[config.mk]
export PLATFORM = sky130hd
export DESIGN_NAME = lic_bus_ctrl
export DESIGN_NICKNAME = d
export VERILOG_FILES = /design/src/rtl/lic_bus_ctrl.sv
export SDC_FILE = /design/constraint.sdc
export NUM_CORES = 1
export LEC_CHECK = 0
export ABC_AREA = 1
export CELL_PAD_IN_SITES_DETAIL_PLACEMENT = 0
export CELL_PAD_IN_SITES_GLOBAL_PLACEMENT = 1
export CORE_ASPECT_RATIO = 0.75
export CORE_MARGIN = 2
export CORE_UTILIZATION = 31
export CTS_CLUSTER_DIAMETER = 120
export CTS_CLUSTER_SIZE = 16
export DETAILED_ROUTE_END_ITERATION = 8
export GPL_TIMING_DRIVEN = 0
export PLACE_DENSITY_LB_ADDON = 0.1
export RECOVER_POWER = 25
export SYNTH_ARGS = -nofsm -noshare
export SYNTH_HDL_FRONTEND = slang
export SYNTH_SLANG_ARGS = --single-unit
[constraint.sdc]
create_clock -name clk -period 5.4 [get_ports clk]
set_input_delay 1.35 -clock clk [delete_from_list [all_inputs] [get_ports clk]]
set_output_delay 1.35 -clock clk [all_outputs]
set_load 0.02 [all_outputs]
[src/rtl/lic_bus_ctrl.sv]
// Bus responder between the core's 32-bit peripheral port and the LIC timer registers.
// Each access runs IDLE -> ACCESS -> RESP with a single outstanding request.
module lic_bus_ctrl #(
  parameter int unsigned   XLEN          = 64,
  parameter int unsigned   AW            = 16,
  parameter logic [AW-1:0] MTIMECMP_BASE = AW'(16'h4000),
  parameter logic [AW-1:0] MTIME_BASE    = AW'(16'hBFF8)
) (
  input  logic            clk,
  input  logic            reset,
  input  logic            req_valid,
  output logic            req_ready,
  input  logic            req_wr,
  input  logic [AW-1:0]   req_addr,
  input  logic [31:0]     req_wdata,
  output logic            rsp_valid,
  input  logic            rsp_ready,
  output logic [31:0]     rsp_rdata,
  output logic            rsp_err,
  input  logic [XLEN-1:0] lic_mtime_read,
  output logic [XLEN-1:0] lic_mtime_write,
  output logic            lic_mtime_write_ena,
  input  logic [XLEN-1:0] lic_mtimecmp_read,
  output logic [XLEN-1:0] lic_mtimecmp_write,
  output logic            lic_mtimecmp_write_ena
);

  localparam int unsigned HW = 32;
  localparam logic [AW-1:0] MTIMECMP_HI = MTIMECMP_BASE + AW'(4);
  localparam logic [AW-1:0] MTIME_HI    = MTIME_BASE + AW'(4);

  typedef enum logic [1:0] {
    S_IDLE   = 2'd0,
    S_ACCESS = 2'd1,
    S_RESP   = 2'd2
  } state_e;

  state_e            state_q, state_d;
  logic              wr_q, wr_d;
  logic [AW-1:0]     addr_q, addr_d;
  logic [HW-1:0]     wdata_q, wdata_d;
  logic [HW-1:0]     rdata_q, rdata_d;
  logic              err_q, err_d;
  logic [HW-1:0]     shadow_hi_q, shadow_hi_d;
  logic              shadow_vld_q, shadow_vld_d;

  logic sel_cmp_lo, sel_cmp_hi, sel_time_lo, sel_time_hi, aligned, hit;

  // Full-address decode of the registered request
  always_comb begin
    aligned     = (addr_q[1:0] == 2'b00);
    sel_cmp_lo  = aligned && (addr_q == MTIMECMP_BASE);
    sel_cmp_hi  = aligned && (addr_q == MTIMECMP_HI);
    sel_time_lo = aligned && (addr_q == MTIME_BASE);
    sel_time_hi = aligned && (addr_q == MTIME_HI);
    hit         = sel_cmp_lo || sel_cmp_hi || sel_time_lo || sel_time_hi;
  end

  always_ff @(posedge clk or negedge reset) begin
    if (!reset) begin
      state_q      <= S_IDLE;
      wr_q         <= 1'b0;
      addr_q       <= '0;
      wdata_q      <= '0;
      rdata_q      <= '0;
      err_q        <= 1'b0;
      shadow_hi_q  <= '0;
      shadow_vld_q <= 1'b0;
    end else begin
      state_q      <= state_d;
      wr_q         <= wr_d;
      addr_q       <= addr_d;
      wdata_q      <= wdata_d;
      rdata_q      <= rdata_d;
      err_q        <= err_d;
      shadow_hi_q  <= shadow_hi_d;
      shadow_vld_q <= shadow_vld_d;
    end
  end

  // Next state, response capture and LIC write strobes
  always_comb begin
    state_d                = state_q;
    wr_d                   = wr_q;
    addr_d                 = addr_q;
    wdata_d                = wdata_q;
    rdata_d                = rdata_q;
    err_d                  = err_q;
    shadow_hi_d            = shadow_hi_q;
    shadow_vld_d           = shadow_vld_q;
    req_ready              = 1'b0;
    rsp_valid              = 1'b0;
    lic_mtime_write        = '0;
    lic_mtime_write_ena    = 1'b0;
    lic_mtimecmp_write     = '0;
    lic_mtimecmp_write_ena = 1'b0;

    unique case (state_q)
      S_IDLE: begin
        req_ready = 1'b1;
        if (req_valid) begin
          wr_d    = req_wr;
          addr_d  = req_addr;
          wdata_d = req_wdata;
          state_d = S_ACCESS;
        end
      end

      S_ACCESS: begin
        state_d = S_RESP;
        err_d   = !hit;
        rdata_d = '0;
        if (hit && wr_q) begin
          // The untouched half is taken from the LIC value seen this cycle
          if (sel_cmp_lo) begin
            lic_mtimecmp_write_ena = 1'b1;
            lic_mtimecmp_write     = {lic_mtimecmp_read[XLEN-1:HW], wdata_q};
          end else if (sel_cmp_hi) begin
            lic_mtimecmp_write_ena = 1'b1;
            lic_mtimecmp_write     = {wdata_q, lic_mtimecmp_read[HW-1:0]};
          end else if (sel_time_lo) begin
            lic_mtime_write_ena = 1'b1;
            lic_mtime_write     = {lic_mtime_read[XLEN-1:HW], wdata_q};
            shadow_vld_d        = 1'b0;
          end else begin
            lic_mtime_write_ena = 1'b1;
            lic_mtime_write     = {wdata_q, lic_mtime_read[HW-1:0]};
            shadow_vld_d        = 1'b0;
          end
        end else if (hit) begin
          if (sel_cmp_lo) begin
            rdata_d = lic_mtimecmp_read[HW-1:0];
          end else if (sel_cmp_hi) begin
            rdata_d = lic_mtimecmp_read[XLEN-1:HW];
          end else if (sel_time_lo) begin
            rdata_d      = lic_mtime_read[HW-1:0];
            shadow_hi_d  = lic_mtime_read[XLEN-1:HW];
            shadow_vld_d = 1'b1;
          end else begin
            rdata_d      = shadow_vld_q ? shadow_hi_q : lic_mtime_read[XLEN-1:HW];
            shadow_vld_d = 1'b0;
          end
        end
      end

      S_RESP: begin
        rsp_valid = 1'b1;
        if (rsp_ready) begin
          state_d = S_IDLE;
        end
      end

      default: begin
        state_d = S_IDLE;
      end
    endcase
  end

  assign rsp_rdata = rdata_q;
  assign rsp_err   = err_q;

endmodule
Word-level counts from Yosys, hierarchy flattened
Cells that the tools add are included.

word-level totals
  register bits after elaboration = 117
  input bits = 181
  output and inout bits = 165
  logic and storage cells = 74

operators by class
  equal/unequal tests = 12
  multiplexer cells = 35
  bitwise operators = 3
  reductions and logical operators = 16

operators by type and width
  kind                                                                      count
  64-bit two-way mux                                                        9
  32-bit two-way mux                                                        6
  16-bit by 15-bit equality test with 1-bit output (second input constant)  2
  16-bit equality test (second input constant)                              2
  1-bit two-way mux                                                         17
  2-bit inequality test (second input constant)                             6
  6-bit AND reduction                                                       2
  2-bit one-hot mux with 3 select lines                                     1
  1-bit logical AND                                                         5
  2-bit zero test                                                           2
  2-bit two-way mux                                                         2
  2-bit AND reduction                                                       2
  1-bit logical OR                                                          3
  1-bit NOT                                                                 3
  2-bit by 1-bit equality test with 1-bit output (second input constant)    1
  2-bit equality test (second input constant)                               1
  2-bit nonzero test                                                        1
  1-bit zero test                                                           1

Logic depth before layout (Yosys ltp)
  depth after elaboration = 8
  gate-level depth with buffers = 13
  gate-level depth less buffers = 11

Worst setup path after synthesis
OpenSTA, ideal clock, no wires.

  path kind = input-to-output
  from = in lic_mtimecmp_read[20]
  to = out lic_mtimecmp_write[20]
  arrival = 1.896 ns
  data required time = 4.050 ns
  path slack = 2.154 ns
  stages = 4
  buffers on the path = 0
  path through = inv_1 > o21ai_0 > o21ai_0 > nor2_1

between the ends
  cells in the longest elaborated chain, start to end = 4

RTL lines
  item                RTL line  text
  start: declaration  23        input logic [XLEN-1:0] lic_mtimecmp_read,
  64-bit two-way mux  118       end else if (sel_cmp_hi) begin
  64-bit two-way mux  115       if (sel_cmp_lo) begin
  64-bit two-way mux  113       if (hit && wr_q) begin
  64-bit two-way mux  98        unique case (state_q)
  end: declaration    24        output logic [XLEN-1:0] lic_mtimecmp_write,

No other way between the ends.

Final worst setup path
  from = reg addr_q[10]
  to = out lic_mtimecmp_write[48]

between the ends
  cells in the longest elaborated chain, start to end = 8
  elaborated cells between the ends (all ways) = 16
  those cells by class = eq/ne: 4; mux: 4; reduce/logical: 8

RTL lines
  item                                                                        RTL line  text
  start: declaration                                                          40        logic [AW-1:0] addr_q, addr_d;
  start signal: assignment                                                    72        addr_q <= addr_d;
  16-bit by 15-bit equality test with 1-bit output, on equally long branches  52, 53
  1-bit logical AND, on equally long branches                                 52, 53
  1-bit logical OR (3 in series)                                              56        hit = sel_cmp_lo || sel_cmp_hi || sel_time_lo || sel_time_hi;
  1-bit logical AND                                                           113
  64-bit two-way mux *                                                        113
  64-bit two-way mux *                                                        98

Every way passes the cells marked *; elsewhere a longest branch is shown, timed or not.

==> flow_summary_export.csv <==
group,metric,value,unit
synthesis,synth_simple_gate_area_share,30.2,%
power_and_ir_drop,p_sw,1.18,mW
clock_network,insertion_delay,0.43,ns
grt,antenna_found_initial,0,
synthesis,yosysTopAreaCellShare,36.6,%
critical_path,cp.buffers_inverters,4,
synthesis,synth-compound-area-share,17.3,%
power_and_ir_drop,seq_power_share,37.2,%
grt,grt_pass1_wl,58.9,mm
critical_path,path_common_cell,"nor2_1",
die,initial_core_util,31.8,%
timing,final.setup_skew,0.0184,ns
power_and_ir_drop,p_total,3.21,mW
synthesis,synthTopCellsByArea,"dfrtp_1 (37%), nand2_1 (20%), o21ai_0 (15%)",
clock_network,post_cts_resized,0,
timing,post-route-min-period,4.73,ns
timing,maxSlewViolCount,59,
critical_path,crit_fanout,10,
timing,hold_slack,0.479,ns
clock_network,cts_sinks,117,
placement,dpl.hpwl,30.7,mm
grt,gr-total-overflow,0,
clock_network,clk_pin_slew_worst_paths,0.07,ns
synthesis,synth_cell_types,23,
clock_network,cts_tree,"yes",
power_and_ir_drop,p_per_area,258,nW/um2
die,rows,50,
critical_path,critPathMaxStageDelay,0.64,ns
synthesis,synth_mux_area_share,5.26,%
clock_network,postCtsHoldBufs,0,
power_and_ir_drop,p_leak,5.44,nW
power_and_ir_drop,vdd_ir_drop_max,196,uV
outcome,violations,"capacitance limit, slew limit",
clock_network,cts_made_buffers,17,
critical_path,worstPathArrival,3.38,ns
routing,wl,40.3,mm
synthesis,syn_inst,1250,
critical_path,crit_chain,"nor2_1 > nand2_1 > nor2_1 > nand2_1 > buf_6 > nand3_2 > nand2_2 > nor2_4 > inv_2 > clkbuf_1 > nor2_1 > clkdlybuf4s50_1",
finish,layoutNonFillerInstCount,1966,
routing,routed-via-count,9833,
timing,setup_viol,0,
routing,drtAntennaViolNets,0,
timing,final.setup.worst_slack,0.668,ns
synthesis,synth_seq_cells,117,
critical_path,cpLargestDelayFamily,"buffers and inverters",
clock_network,cts_max_level,4,
synthesis,seq_area_frac_synth,36.6,%
critical_path,path_class,"flip-flop to output pin",
critical_path,end_kind,"output pin",
routing,first_iter_violations,593,
synthesis,synth_fp_nets,1431,
clock_network,clockBufferDepth,2,
timing,max_slew_margin,-132,%
die,die-area,27100,um2
critical_path,crit_required,4.05,ns
finish,final_cell_mix,"nand2_1 (423), clkdlybuf4s50_1 (344), o21ai_0 (242), nor2_1 (136), dfrtp_1 (117)",
timing,finalCritPeriodShare,87.6,%
finish,final_common_cell,"nand2_1",
synthesis,synthAdderAreaFrac,0,%
grt,grt_max_degree,60,
die,die_y,143,um
grt,first_global_vias,9358,
finish,nNetsFinal,1796,
critical_path,slowest_stage,"clkdlybuf4s50_1",
clock_network,cts_setup_buffers,0,
routing,vias_per_cell,5.00,
synthesis,syn_avg_cell_area,6.40,um2
synthesis,synth_warnings,0,
routing,drc_errors,0,
synthesis,syn-cell-area,8000,um2
grt,grt.total_usage,29.3,%
finish,n_antenna_cell,0,
placement,gp_congestion,0.837,
timing,max_freq,211,MHz
synthesis,yosys.area.top_type,"dfrtp_1",
die,io_pins,346,
die,die_w,189,um
finish,seq_area,2930,um2
routing,post_drt_wl_per_cell,20.5,um
die,core,25100,um2
timing,rsz0062_at_grt,"no",
job,drv_cap,1,
timing,hold_viol,0,
power_and_ir_drop,combPwrFrac,27.3,%
routing,first_pass_iters,6,
placement,placed_cells_incl_taps,1934,
power_and_ir_drop,p_sw_share,36.7,%
synthesis,synth_top_family_by_area,"simple AND/OR/NAND/NOR gates",
outcome,status,"complete, but fails checks",
synthesis,synth_xor_area_share,0,%
min_path,hold_class,"flip-flop to flip-flop",
finish,drive_gt1_share,5.28,%
finish,fillers,2655,
power_and_ir_drop,clock_power_share,35.5,%
power_and_ir_drop,p_int,2.03,mW
placement,port_buffers,345,
clock_network,ctsRootBufferMaster,"clkbuf_16",
placement,dp_slack,1.06,ns
critical_path,crit_path_start_kind,"flip-flop",
timing,tightest_slew,3.48,ns
finish,multi_input_area,4220,um2
finish,syn_to_final_growth,56.0,%
==> path summary, 6_finish.rpt <==
kind / start / end / slack (ns) / depth (start not counted)
worst min-delay path: shadow_hi_q[12] / shadow_hi_q[12] / 0.48 / 2
max in group asynchronous: reset / shadow_hi_q[24] / 1.32 / 1
worst max-delay path: addr_q[10] / lic_mtimecmp_write[48] / 0.67 / 12
worst min register to register: shadow_hi_q[12] / shadow_hi_q[12] / 0.48 / 2
min in group asynchronous: reset / wdata_q[2] / 2.09 / 1
worst max register to register: addr_q[1] / shadow_hi_q[7] / 3.08 / 11
==> flip-flops by register name, indices dropped and copies added, names as in the netlist <==
register      cells
addr_q           16
rsp_rdata        32
rsp_err           1
shadow_vld_q      1
wdata_q          32
state_q           2
wr_q              1
shadow_hi_q      32
==> routing by layer <==
layer | wire (um) | GRT usage, % | vias to the layer above
met2 | 18000 | 46.6 | 444
li1 | - | - | 4685
met3 | 3350 | 6.22 | 30
met5 | 0 | 0 | -
met1 | 18500 | 41.2 | 4674
met4 | 448 | 5.30 | 0
==> kinds of logic (layout without fill, tap and decap cells) <==
logic type / after synthesis / count (layout)
compound gates: 273 / 273
buf+inv: 202 / 580
simple gates: 616 / 616
flops: 117 / 117
mux: 42 / 42
==> cell usage after synthesis <==
library cell    n
nand2_1       423
o21ai_0       242
nor2_1        136
dfrtp_1       117
inv_1         110
clkbuf_1       54
mux2i_1        42
nand3_1        35
o21ai_1        24
buf_2          21
nor2_2         14
buf_6           7
o211ai_1        6
buf_4           3
inv_2           3
nand2_2         3
buf_1           2
clkinv_1        2
nor3_1          2
nand3_2         1
nand4_1         1
nor2_4          1
o21a_1          1
==> cell type report <==
class / instances / share of cell area (%)
Clock inverter: 14 / 1.12
Inverter: 115 / 3.46
Sequential cell: 117 / 23.5
Timing Repair Buffer: 346 / 27.9
Tap cell: 338 / 3.39
Buffer: 87 / 3.34
Multi-Input combinational cell: 931 / 33.8
Clock buffer: 18 / 3.52
==> worst min-delay path, delay by kind of cell, from the launching register on <==
kind | cells | cell delay (ns)
flip-flops | 1 | 0.34
AND/OR/NAND/NOR | 2 | 0.10
==> metrics by stage <==
step	TNS (ns)	area (um2)	util, %
2_1_floorplan	0	8000	-
3_3_place_gp	-248.83	11900	47.2
3_5_place_dp	0	11900	47.3
4_1_cts	0	12500	49.6
5_1_grt	0	12500	49.6
6_report	0	12500	49.6
==> power groups by stage <==
stage | Combinational (mW) | Sequential [mW] | Clock (mW)
final | 0.877 | 1.20 | 1.14
after floorplan | 0.477 | 1.17 | 0
after global placement | 0.857 | 1.21 | 0
after global routing | 0.983 | 1.22 | 1.20
after detailed placement | 0.870 | 1.21 | 0
after CTS | 0.877 | 1.19 | 1.15
Power figures use the tool's default switching activity.
